==> config.mk <==
export PLATFORM = sky130hd
export DESIGN_NAME = ghost_mover
export DESIGN_NICKNAME = d
export VERILOG_FILES = /design/src/rtl/ghost_mover.sv
export SDC_FILE = /design/constraint.sdc
export NUM_CORES = 1
export LEC_CHECK = 0
export ABC_CLOCK_PERIOD_IN_PS = 3900
export CELL_PAD_IN_SITES_DETAIL_PLACEMENT = 2
export CELL_PAD_IN_SITES_GLOBAL_PLACEMENT = 2
export CORE_UTILIZATION = 36
export CTS_CLUSTER_SIZE = 25
export DETAILED_ROUTE_END_ITERATION = 16
export HOLD_SLACK_MARGIN = 0.02
export PLACE_DENSITY = 0.95
export SYNTH_ARGS = -nofsm -noshare
export SYNTH_HDL_FRONTEND = slang
export SYNTH_SLANG_ARGS = --single-unit
==> constraint.sdc <==
create_clock -name clk -period 3.9 [get_ports clk]
set_input_delay 0.78 -clock clk [delete_from_list [all_inputs] [get_ports clk]]
set_output_delay 0.78 -clock clk [all_outputs]
set_load 0.03 [all_outputs]
==> src/rtl/ghost_mover.sv <==
// ghost_mover
//   Turns the one-hot steering request into pixel motion on a tile grid. Owns
//   the ghost x/y position and the last committed direction, both of which
//   are fed back to the steering logic. A new direction is accepted only when
//   the ghost sits exactly on a tile. Handles screen wrap-around, a
//   post-respawn hold period and a global enable.
//
//   Optional feature macro: GHOST_FRIGHTENED_EN
//     Adds the `frightened` input. While it is high, the ghost moves at half
//     speed. A rising edge while MOVING reverses the direction of travel.
//
// Ports
//   clk              system clock
//   rst              synchronous reset, active-high
//   enable           1 = motion allowed, 0 = freeze state and tick counter
//   respawn          single-cycle pulse, return home and hold
//   frightened       (GHOST_FRIGHTENED_EN only) half speed, reverse on rise
//   move_direction   one-hot request: RIGHT=0001 UP=0010 DOWN=0100 LEFT=1000
//   valid_moves      open directions at the current position, same encoding
//   ghost_curr_pos_x current x pixel
//   ghost_curr_pos_y current y pixel
//   prev_direction   direction of the last committed step, 0000 = none
//   tile_aligned     x and y are both multiples of TILE
//   moving           FSM is in MOVING
module ghost_mover #(
  parameter logic [10:0] START_X    = 11'd320,
  parameter logic [9:0]  START_Y    = 10'd240,
  parameter int          TILE       = 16,
  parameter int          SCREEN_W   = 640,
  parameter int          SCREEN_H   = 480,
  parameter int          STEP_DIV   = 250000,
  parameter int          HOLD_TICKS = 64
) (
  input  logic        clk,
  input  logic        rst,
  input  logic        enable,
  input  logic        respawn,
`ifdef GHOST_FRIGHTENED_EN
  input  logic        frightened,
`endif
  input  logic [3:0]  move_direction,
  input  logic [3:0]  valid_moves,
  output logic [10:0] ghost_curr_pos_x,
  output logic [9:0]  ghost_curr_pos_y,
  output logic [3:0]  prev_direction,
  output logic        tile_aligned,
  output logic        moving
);

  localparam int TCW = (STEP_DIV > 1) ? $clog2(STEP_DIV) : 1;
  localparam int HCW = (HOLD_TICKS > 1) ? $clog2(HOLD_TICKS) : 1;

  localparam logic [TCW-1:0] TICK_LAST = TCW'(STEP_DIV - 1);
  localparam logic [HCW-1:0] HOLD_LAST = HCW'(HOLD_TICKS - 1);
  localparam logic [10:0]    X_MAX     = 11'(SCREEN_W - 1);
  localparam logic [9:0]     Y_MAX     = 10'(SCREEN_H - 1);
  localparam logic [10:0]    X_MASK    = 11'(TILE - 1);
  localparam logic [9:0]     Y_MASK    = 10'(TILE - 1);

  localparam logic [3:0] DIR_RIGHT = 4'b0001;
  localparam logic [3:0] DIR_UP    = 4'b0010;
  localparam logic [3:0] DIR_DOWN  = 4'b0100;
  localparam logic [3:0] DIR_LEFT  = 4'b1000;

  typedef enum logic [1:0] {
    ALIGNED = 2'd0,
    MOVING  = 2'd1,
    RESPAWN = 2'd2
  } state_t;

  state_t         state_q, state_d;
  logic [10:0]    x_q, x_d;
  logic [9:0]     y_q, y_d;
  logic [3:0]     prev_q, prev_d;
  logic [3:0]     cur_q, cur_d;
  logic [HCW-1:0] hold_q, hold_d;
  logic [TCW-1:0] tick_cnt;
  logic           tick;
  logic           step_tick;
  logic           legal;
  logic           reverse;

  // One pixel in direction d, wrapping at the screen edges.
  function automatic logic [10:0] step_x(input logic [10:0] x, input logic [3:0] d);
    if (d == DIR_RIGHT) return (x == X_MAX) ? 11'd0 : x + 11'd1;
    if (d == DIR_LEFT)  return (x == 11'd0) ? X_MAX : x - 11'd1;
    return x;
  endfunction

  function automatic logic [9:0] step_y(input logic [9:0] y, input logic [3:0] d);
    if (d == DIR_DOWN) return (y == Y_MAX) ? 10'd0 : y + 10'd1;
    if (d == DIR_UP)   return (y == 10'd0) ? Y_MAX : y - 10'd1;
    return y;
  endfunction

  function automatic logic on_tile(input logic [10:0] x, input logic [9:0] y);
    return ((x & X_MASK) == 11'd0) && ((y & Y_MASK) == 10'd0);
  endfunction

  // ---------------------------------------------------------------------------
  // Step timebase: one tick per STEP_DIV enabled cycles.
  // ---------------------------------------------------------------------------
  assign tick = enable && (tick_cnt == TICK_LAST);

  // NOTE: sequential state uses non-blocking assignments so every register
  // samples the pre-edge values regardless of process ordering.
  always_ff @(posedge clk) begin
    if (rst) begin
      tick_cnt <= '0;
    end else if (enable) begin
      tick_cnt <= (tick_cnt == TICK_LAST) ? '0 : tick_cnt + TCW'(1);
    end
  end

`ifdef GHOST_FRIGHTENED_EN
  logic fright_q;   // frightened delayed, for rising-edge detection
  logic half_phase; // alternates per tick while frightened; step on 1

  always_ff @(posedge clk) begin
    if (rst) begin
      fright_q   <= 1'b0;
      half_phase <= 1'b0;
    end else if (enable) begin
      fright_q <= frightened;
      if (!frightened)
        half_phase <= 1'b0;
      else if (tick)
        half_phase <= ~half_phase;
    end
  end

  assign step_tick = tick && (!frightened || half_phase);
  // The edge is only acted on while enabled so a freeze cannot swallow or
  // duplicate the reversal.
  assign reverse   = enable && frightened && !fright_q && (state_q == MOVING);
`else
  assign step_tick = tick;
  assign reverse   = 1'b0;
`endif

  // A request counts only if it is exactly one-hot and points into an open
  // direction.
  assign legal = (move_direction != 4'b0000)
              && ((move_direction & (move_direction - 4'd1)) == 4'b0000)
              && ((move_direction & valid_moves) != 4'b0000);

  function automatic logic [3:0] opposite(input logic [3:0] d);
    case (d)
      DIR_RIGHT: return DIR_LEFT;
      DIR_LEFT:  return DIR_RIGHT;
      DIR_UP:    return DIR_DOWN;
      DIR_DOWN:  return DIR_UP;
      default:   return d;
    endcase
  endfunction

  // ---------------------------------------------------------------------------
  // Next-state logic. Priority: respawn > reversal > step tick.
  // ---------------------------------------------------------------------------
  // NOTE: every signal driven here gets a hold-value default first, so no
  // path can leave one unassigned and infer a latch.
  always_comb begin
    state_d = state_q;
    x_d     = x_q;
    y_d     = y_q;
    prev_d  = prev_q;
    cur_d   = cur_q;
    hold_d  = hold_q;

    if (respawn) begin
      x_d     = START_X;
      y_d     = START_Y;
      prev_d  = 4'b0000;
      hold_d  = '0;
      state_d = RESPAWN;
    end else if (reverse) begin
      cur_d  = opposite(cur_q);
      prev_d = opposite(prev_q);
    end else if (step_tick) begin
      case (state_q)
        ALIGNED: begin
          if (legal) begin
            cur_d   = move_direction;
            prev_d  = move_direction;
            x_d     = step_x(x_q, move_direction);
            y_d     = step_y(y_q, move_direction);
            state_d = MOVING;
          end else if ((prev_q & valid_moves) != 4'b0000) begin
            // Keep going the way we came if that corridor is still open.
            cur_d   = prev_q;
            x_d     = step_x(x_q, prev_q);
            y_d     = step_y(y_q, prev_q);
            state_d = MOVING;
          end
        end
        MOVING: begin
          x_d = step_x(x_q, cur_q);
          y_d = step_y(y_q, cur_q);
          if (on_tile(x_d, y_d))
            state_d = ALIGNED;
        end
        RESPAWN: begin
          if (hold_q == HOLD_LAST)
            state_d = ALIGNED;
          else
            hold_d = hold_q + HCW'(1);
        end
        default: state_d = ALIGNED;
      endcase
    end
  end

  always_ff @(posedge clk) begin
    if (rst) begin
      state_q <= ALIGNED;
      x_q     <= START_X;
      y_q     <= START_Y;
      prev_q  <= 4'b0000;
      cur_q   <= 4'b0000;
      hold_q  <= '0;
    end else begin
      state_q <= state_d;
      x_q     <= x_d;
      y_q     <= y_d;
      prev_q  <= prev_d;
      cur_q   <= cur_d;
      hold_q  <= hold_d;
    end
  end

  assign ghost_curr_pos_x = x_q;
  assign ghost_curr_pos_y = y_q;
  assign prev_direction   = prev_q;
  assign tile_aligned     = on_tile(x_q, y_q);
  assign moving           = (state_q == MOVING);

endmodule

=== After elaboration in Yosys (flattened, before gate mapping) ===
Index checks and enable logic that the tools add are counted.

* Word-level logic and storage cells: 197
* Memory bits (read-only): 0
* RAM bits: 0
* Register bits after elaboration: 55
* Memories kept: 0
* Latch bits: 0

* Div/mod/pow operators: 0
* Order comparisons: 0
* Shifts and indexed selects: 0
* Bitwise logic cells: 5
* Reductions and logical operators: 29
* Equality and inequality tests: 30
* Multiplexer cells: 116
* Multiply operators: 0
* Add/subtract/negate cells: 7

{| class="wikitable"
|+ Operator list
! kind !! count
|-
| $mux 11 || 19
|-
| $mux 10 || 19
|-
| $mux 1 || 66
|-
| $logic_not 11->1 || 3
|-
| $logic_not 10->1 || 3
|-
| $pmux 11 s2 || 1
|-
| $ne 4x4->1 const B || 5
|-
| $pmux 10 s2 || 1
|-
| $add 18x1->18 const B || 1
|-
| $eq 18x18->1 const B || 1
|-
| $mux 18 || 1
|-
| $and 4x4->4 || 3
|-
| $eq 4x1->1 const B || 3
|-
| $eq 4x2->1 const B || 3
|-
| $eq 4x3->1 const B || 3
|-
| $eq 4x4->1 const B || 3
|-
| $mux 2 || 6
|-
| $reduce_and 4->1 || 3
|-
| $reduce_and 6->1 || 2
|-
| $reduce_bool 4->1 || 3
|-
| $add 11x1->11 const B || 1
|-
| $eq 11x10->1 const B || 1
|-
| $sub 11x1->11 const B || 1
|-
| $add 10x1->10 const B || 1
|-
| other kinds (22) || 34
|}

=== Longest topological paths before layout ===
* Depth in word-level cells: 20
* Gate-level depth with buffers: 11
* Depth with buffers taken out: 9

=== Worst setup path before layout ===
Ideal clock, no wire load.

* Path type: input-to-reg
* Start point: input port move_direction[1]
* End point: register x_q[10] (netlist: ghost_curr_pos_x[10])
* Arrival time: 2.679 ns
* Setup time: 0.074 ns
* Required time: 3.826 ns
* Path slack: 1.147 ns
* Stages on the path: 8
* Path through: buf_2 -> nor4b_4 -> a221o_2 -> a21oi_1 -> nor2b_1 -> a2111o_1 -> or4_1 -> a31oi_1

* Word-level cells in the longest chain between the ends: 9

{| class="wikitable"
|+ RTL lines
! element !! RTL line !! text
|-
| from (decl) || 41 || <nowiki>input logic [3:0] move_direction,</nowiki>
|-
| $eq 4x4->1 / $eq 4x1->1 (equally long branches) || 86, 85 ||
|-
| $mux 1, on equally long branches || 86, 85 ||
|-
| $mux 1, on equally long branches || 86, 182 ||
|-
| $mux 1, on equally long branches || 182, 180 ||
|-
| $mux 1, on equally long branches || 180, 179 ||
|-
| $mux 1, on equally long branches || 179, 170 ||
|-
| $mux 1 / $mux 11 (equally long branches) || 170, 86 ||
|-
| $ne 4x4->1 (no line) / $mux 11 (equally long branches) || n/a ||
|-
| $reduce_and 6->1 (no line) / $pmux 11 s2 (equally long branches) || n/a ||
|-
| to (signal assigned) || 216 || <nowiki>x_q <= START_X;</nowiki>
|-
| to (signal assigned) || 223 || <nowiki>x_q <= x_d;</nowiki>
|-
| to (decl) || 72 || <nowiki>logic [10:0] x_q, x_d;</nowiki>
|}

Several ways; a longest one is shown, not always the timed one. The select of a mux whose other input is x is not followed.
A chain may end at the register's enable or synchronous reset.

=== Worst setup path in the final report ===
* Start point: input port move_direction[2]
* End point: register y_q[6] (netlist: ghost_curr_pos_y[6])

* Word-level cells in the longest chain between the ends: 9

{| class="wikitable"
|+ RTL lines
! element !! RTL line !! text
|-
| $eq 4x2->1 / $eq 4x3->1 (equally long branches) || 92, 91 ||
|-
| $mux 1, on equally long branches || 92, 91 ||
|-
| $mux 1, on equally long branches || 92, 182 ||
|-
| $mux 1, on equally long branches || 182, 180 ||
|-
| $mux 1, on equally long branches || 180, 179 ||
|-
| $mux 1, on equally long branches || 179, 170 ||
|-
| $mux 1 / $mux 10 (equally long branches) || 170, 92 ||
|-
| $ne 4x4->1 (no line) / $mux 10 (equally long branches) || n/a ||
|-
| $reduce_and 6->1 (no line) / $pmux 10 s2 (equally long branches) || n/a ||
|-
| to (signal assigned) || 224 || <nowiki>y_q <= y_d;</nowiki>
|-
| to (decl) || 73 || <nowiki>logic [9:0] y_q, y_d;</nowiki>
|}

Several ways; a longest one is shown, not always the timed one. The select of a mux whose other input is x is not followed.

==> Implementation_results.wiki <==
{| class="wikitable"
! Metric !! Value
|-
| Data arrival, critical path || around 3.7 ns
|-
| Post-synth cell types || 69
|-
| Sequential fraction of design power || 49.4%
|-
| First-iteration detailed-routing DRC count || 191
|-
| Initial core utilization || 37.13%
|-
| Fraction of final layout cells with drive strength greater than 1 || 6.854%
|-
| Total gr overflow || 0
|-
| Final worst clock skew || ~0.012 ns
|-
| Clk slew on worst S/H paths || 0.09 ns
|-
| Antenna violations before repair || 0
|-
| Global placement routability congestion || approximately 0.87
|-
| Classification of the worst-slack hold path || reg2reg
|-
| Syn Inst Count || 548
|-
| Unrepaired setup endpoints after global routing || false
|-
| Commonest non-fill, non-tap cells in the layout || 79 x sky130_fd_sc_hd__nor2_1, 55 x sky130_fd_sc_hd__dfxtp_1, 49 x sky130_fd_sc_hd__nand2_1
|-
| Finish-stage setup viols || 0
|-
| Result of the run || complete, no violations
|-
| Number of buffers added to fix hold violations after cts || 0
|-
| Post-route total power || 1.151 mW
|-
| DRC violation count after routing || 0
|-
| Via-to-Cell Ratio || 6.209
|-
| Startpoint of the most critical setup path || move_direction[2]
|-
| Detailed-routing iteration count for the pre-antenna-repair pass || 4
|-
| Element type at the critical path start || input pin
|-
| Area of the mapped netlist || 0.004060 sq mm
|-
| Final hold violations || 0
|-
| Type of element capturing the critical path || register
|-
| Final sum of negative setup slack || 0 ns
|-
| R2r startpoint || cur_q[2]$_SDFFE_PP0P_
|-
| Routed Antenna Nets || 0
|-
| Num rows || 38
|-
| Placeable Area || 0.01094 sq mm
|-
| Cells taking the most area after synthesis || sky130_fd_sc_hd__dfxtp_1 27%, sky130_fd_sc_hd__nor2_1 7.3%, sky130_fd_sc_hd__nand2_1 4.5%
|-
| Proportion of power drawn by combinational gates || just under 7%
|-
| FILL cells || around 1300
|-
| Fmax || 294.9 MHz
|-
| # Max-Cap Violations || 0
|-
| Share of the cycle needed by the critical path after routing || 86.95%
|-
| Area post-placement || 0.004547 sq mm
|-
| Worst slew slack as a fraction of its limit || 30.62%
|-
| Number of buffer cells added on primary ports || 38
|-
| Worst VDD drop || roughly 200 uV
|-
| Post-CTS Resized || 0
|-
| Launch point of the worst hold path || hold_q[1]$_SDFFE_PP0P_
|-
| Total I/O pin count || 39
|-
| Largest fanout of any net on the critical path || 9
|-
| Total net switching power || 0.3098 mW
|-
| CTS tree || done
|-
| Floorplan die area || 0.01171 sq mm
|-
| Static leakage || 1.629 nW
|-
| Horizontal die dimension || 108.2 um
|-
| Required time at the endpoint of the critical path || roughly 4.2 ns
|-
| Vertical die dimension || 108.2 um
|-
| Number of enable flip-flop cells after synthesis || 0
|-
| Post-detailed-routing wire length || between 15000 and 20000 um
|-
| Relative contribution of the clock network to total power || a little over two fifths
|-
| Clock H-tree levels || 2
|-
| Synthesized flop and latch total || 55
|-
| Sw Ratio || about 27%
|-
| CTS Root Buffer Type || sky130_fd_sc_hd__clkbuf_16
|-
| Total clock sinks || 55
|-
| Final worst hold slack || around 0.53 ns
|-
| Growth of design area from synthesis to finish || 15.78%
|-
| Maximum count of clock buffers along a single path || 2
|-
| Post CTS Setup Buffer Count || 0
|-
| Total CTS buffers || 5
|-
| Half-perimeter wire length after detailed placement || 11570 um
|-
| Most common cell after layout, fill and taps aside || sky130_fd_sc_hd__nor2_1
|-
| Global-route wire length before repair || 25880 um
|-
| Nets || 586
|-
| Post-synthesis sequential area ratio || 27.12%
|-
| Number of vias in the routed layout || 4402
|-
| Insertion delay to the later sink of the worst-skew pair || 0.31 ns
|-
| ANT cells || 0
|-
| Net count after synthesis || 566
|-
| Power density over cell area || 244.9 mW/mm^2
|-
| Number of max-slew violations in the final report || 0
|-
| Area share of the largest cell type after synthesis || 27.12%
|-
| Post-synthesis cell type with the largest combined area || sky130_fd_sc_hd__dfxtp_1
|-
| Actual slew at the worst max-slew pin || just over 1 ns
|-
| Setup Crit Path Kind || in2reg
|-
| Async set or reset register ratio after synthesis || 0%
|-
| Mean post-synth cell area || 7.409 sq um
|-
| Global routing usage summed across all routing layers || 28.77%
|-
| Number of synthesis warnings || 0
|-
| Primary FF master, synth || sky130_fd_sc_hd__dfxtp_1
|-
| Utilization after layout || a little over two fifths
|-
| Final Cell Area || 0.004701 sq mm
|-
| Clock period minus worst slack || around 3.4 ns
|-
| Routed wirelength normalized by instance count || ~23 um
|-
| Internal power of the cells || between 0.8 and 0.9 mW
|-
| Pin count of the biggest net entering global routing || 22
|-
| Vias in the first global route || 4803
|}
-- logic make-up (layout without fill, tap and decap cells) --
family	Yosys count	after routing	share of synthesized area, %
muxes	11	11	2.743
DFF	55	55	27.12
AOI/OAI and AO/OA	132	132	22.10
and+or+nand+nor	260	260	33.71
buffers and inverters	49	70	4.930
xor gates and xnor gates	35	35	7.550
adders and majority gates	6	6	1.849
-- critical path, stage by stage --
cell and delay (ns):
sky130_fd_sc_hd__clkdlybuf4s50_1 0.70, sky130_fd_sc_hd__xor2_1 0.16, sky130_fd_sc_hd__a221oi_1 0.43, sky130_fd_sc_hd__o21ai_0 0.36, sky130_fd_sc_hd__a31oi_1 0.61, sky130_fd_sc_hd__o21ai_0 0.22, sky130_fd_sc_hd__a31oi_1 0.26, sky130_fd_sc_hd__a211o_1 0.13
-- Yosys cell counts, types with 7 or more instances --
cell                        n
sky130_fd_sc_hd__inv_1     12
sky130_fd_sc_hd__nor3_1    16
sky130_fd_sc_hd__nand2b_1   7
sky130_fd_sc_hd__nand2_1   49
sky130_fd_sc_hd__mux2i_1   10
sky130_fd_sc_hd__and4_1    10
sky130_fd_sc_hd__a21oi_1   33
sky130_fd_sc_hd__dfxtp_1   55
sky130_fd_sc_hd__a31oi_1    7
sky130_fd_sc_hd__o21ai_0   23
sky130_fd_sc_hd__or3_1      7
sky130_fd_sc_hd__a211oi_1   9
sky130_fd_sc_hd__nand3_1   24
sky130_fd_sc_hd__xor2_1    19
sky130_fd_sc_hd__nor4_1    11
sky130_fd_sc_hd__xnor2_1   16
sky130_fd_sc_hd__a22oi_1    7
sky130_fd_sc_hd__nor2_1    79
sky130_fd_sc_hd__clkbuf_1  27
sky130_fd_sc_hd__nand4_1   16
sky130_fd_sc_hd__buf_2      7
-- registers in the layout, summed over array words and instances (netlist names) --
register,count
prev_direction,4
hold_q,6
ghost_curr_pos_x,11
state_q,2
cur_q,4
tick_cnt,18
ghost_curr_pos_y,10
-- worst paths after layout --
check | cells past startpoint | to | slack (ns)
min | 2 | hold_q[1]$_SDFFE_PP0P_ | 0.53
max reg2reg | 6 | ghost_curr_pos_y[6]$_SDFFE_PP1P_ | 1.02
max | 8 | ghost_curr_pos_y[6]$_SDFFE_PP1P_ | 0.51
min reg2reg | 2 | hold_q[1]$_SDFFE_PP0P_ | 0.53
-- power groups by stage --
stage          clock network (mW)  logic [mW]  registers, mW
6_report                    0.505      0.0781          0.569
3_3_place_gp                    0      0.0710          0.581
2_1_floorplan                   0      0.0478          0.579
4_1_cts                     0.513      0.0780          0.569
5_1_grt                     0.528      0.0836          0.569
3_5_place_dp                    0      0.0774          0.582
-- stage by stage --
stage	cells	setup slack, ns
finish	709	0.5088
global route	709	0.2902
CTS	709	0.5541
detailed placement	701	0.2273
global placement	701	0.3899
floorplan	548	1.147
-- metal layers --
layer  share of wire (%)  global-route usage [%]
met5                   0                       0
met4                 2.8                   10.86
met3                 3.5                   3.918
met2                  51                   51.96
met1                  43                   34.29
-- cell type report --
cell class,instances,area (sq um),share of cell area [%]
Clock inverter,3,28.78,0.6122
Timing Repair Buffer,49,462.9,9.848
Inverter,13,48.80,1.038
Clock buffer,5,125.1,2.662
Sequential cell,55,1101,23.42
Multi-Input combinational cell,444,2759,58.69
Tap cell,140,175.2,3.726
Power figures use the tool's default switching activity.
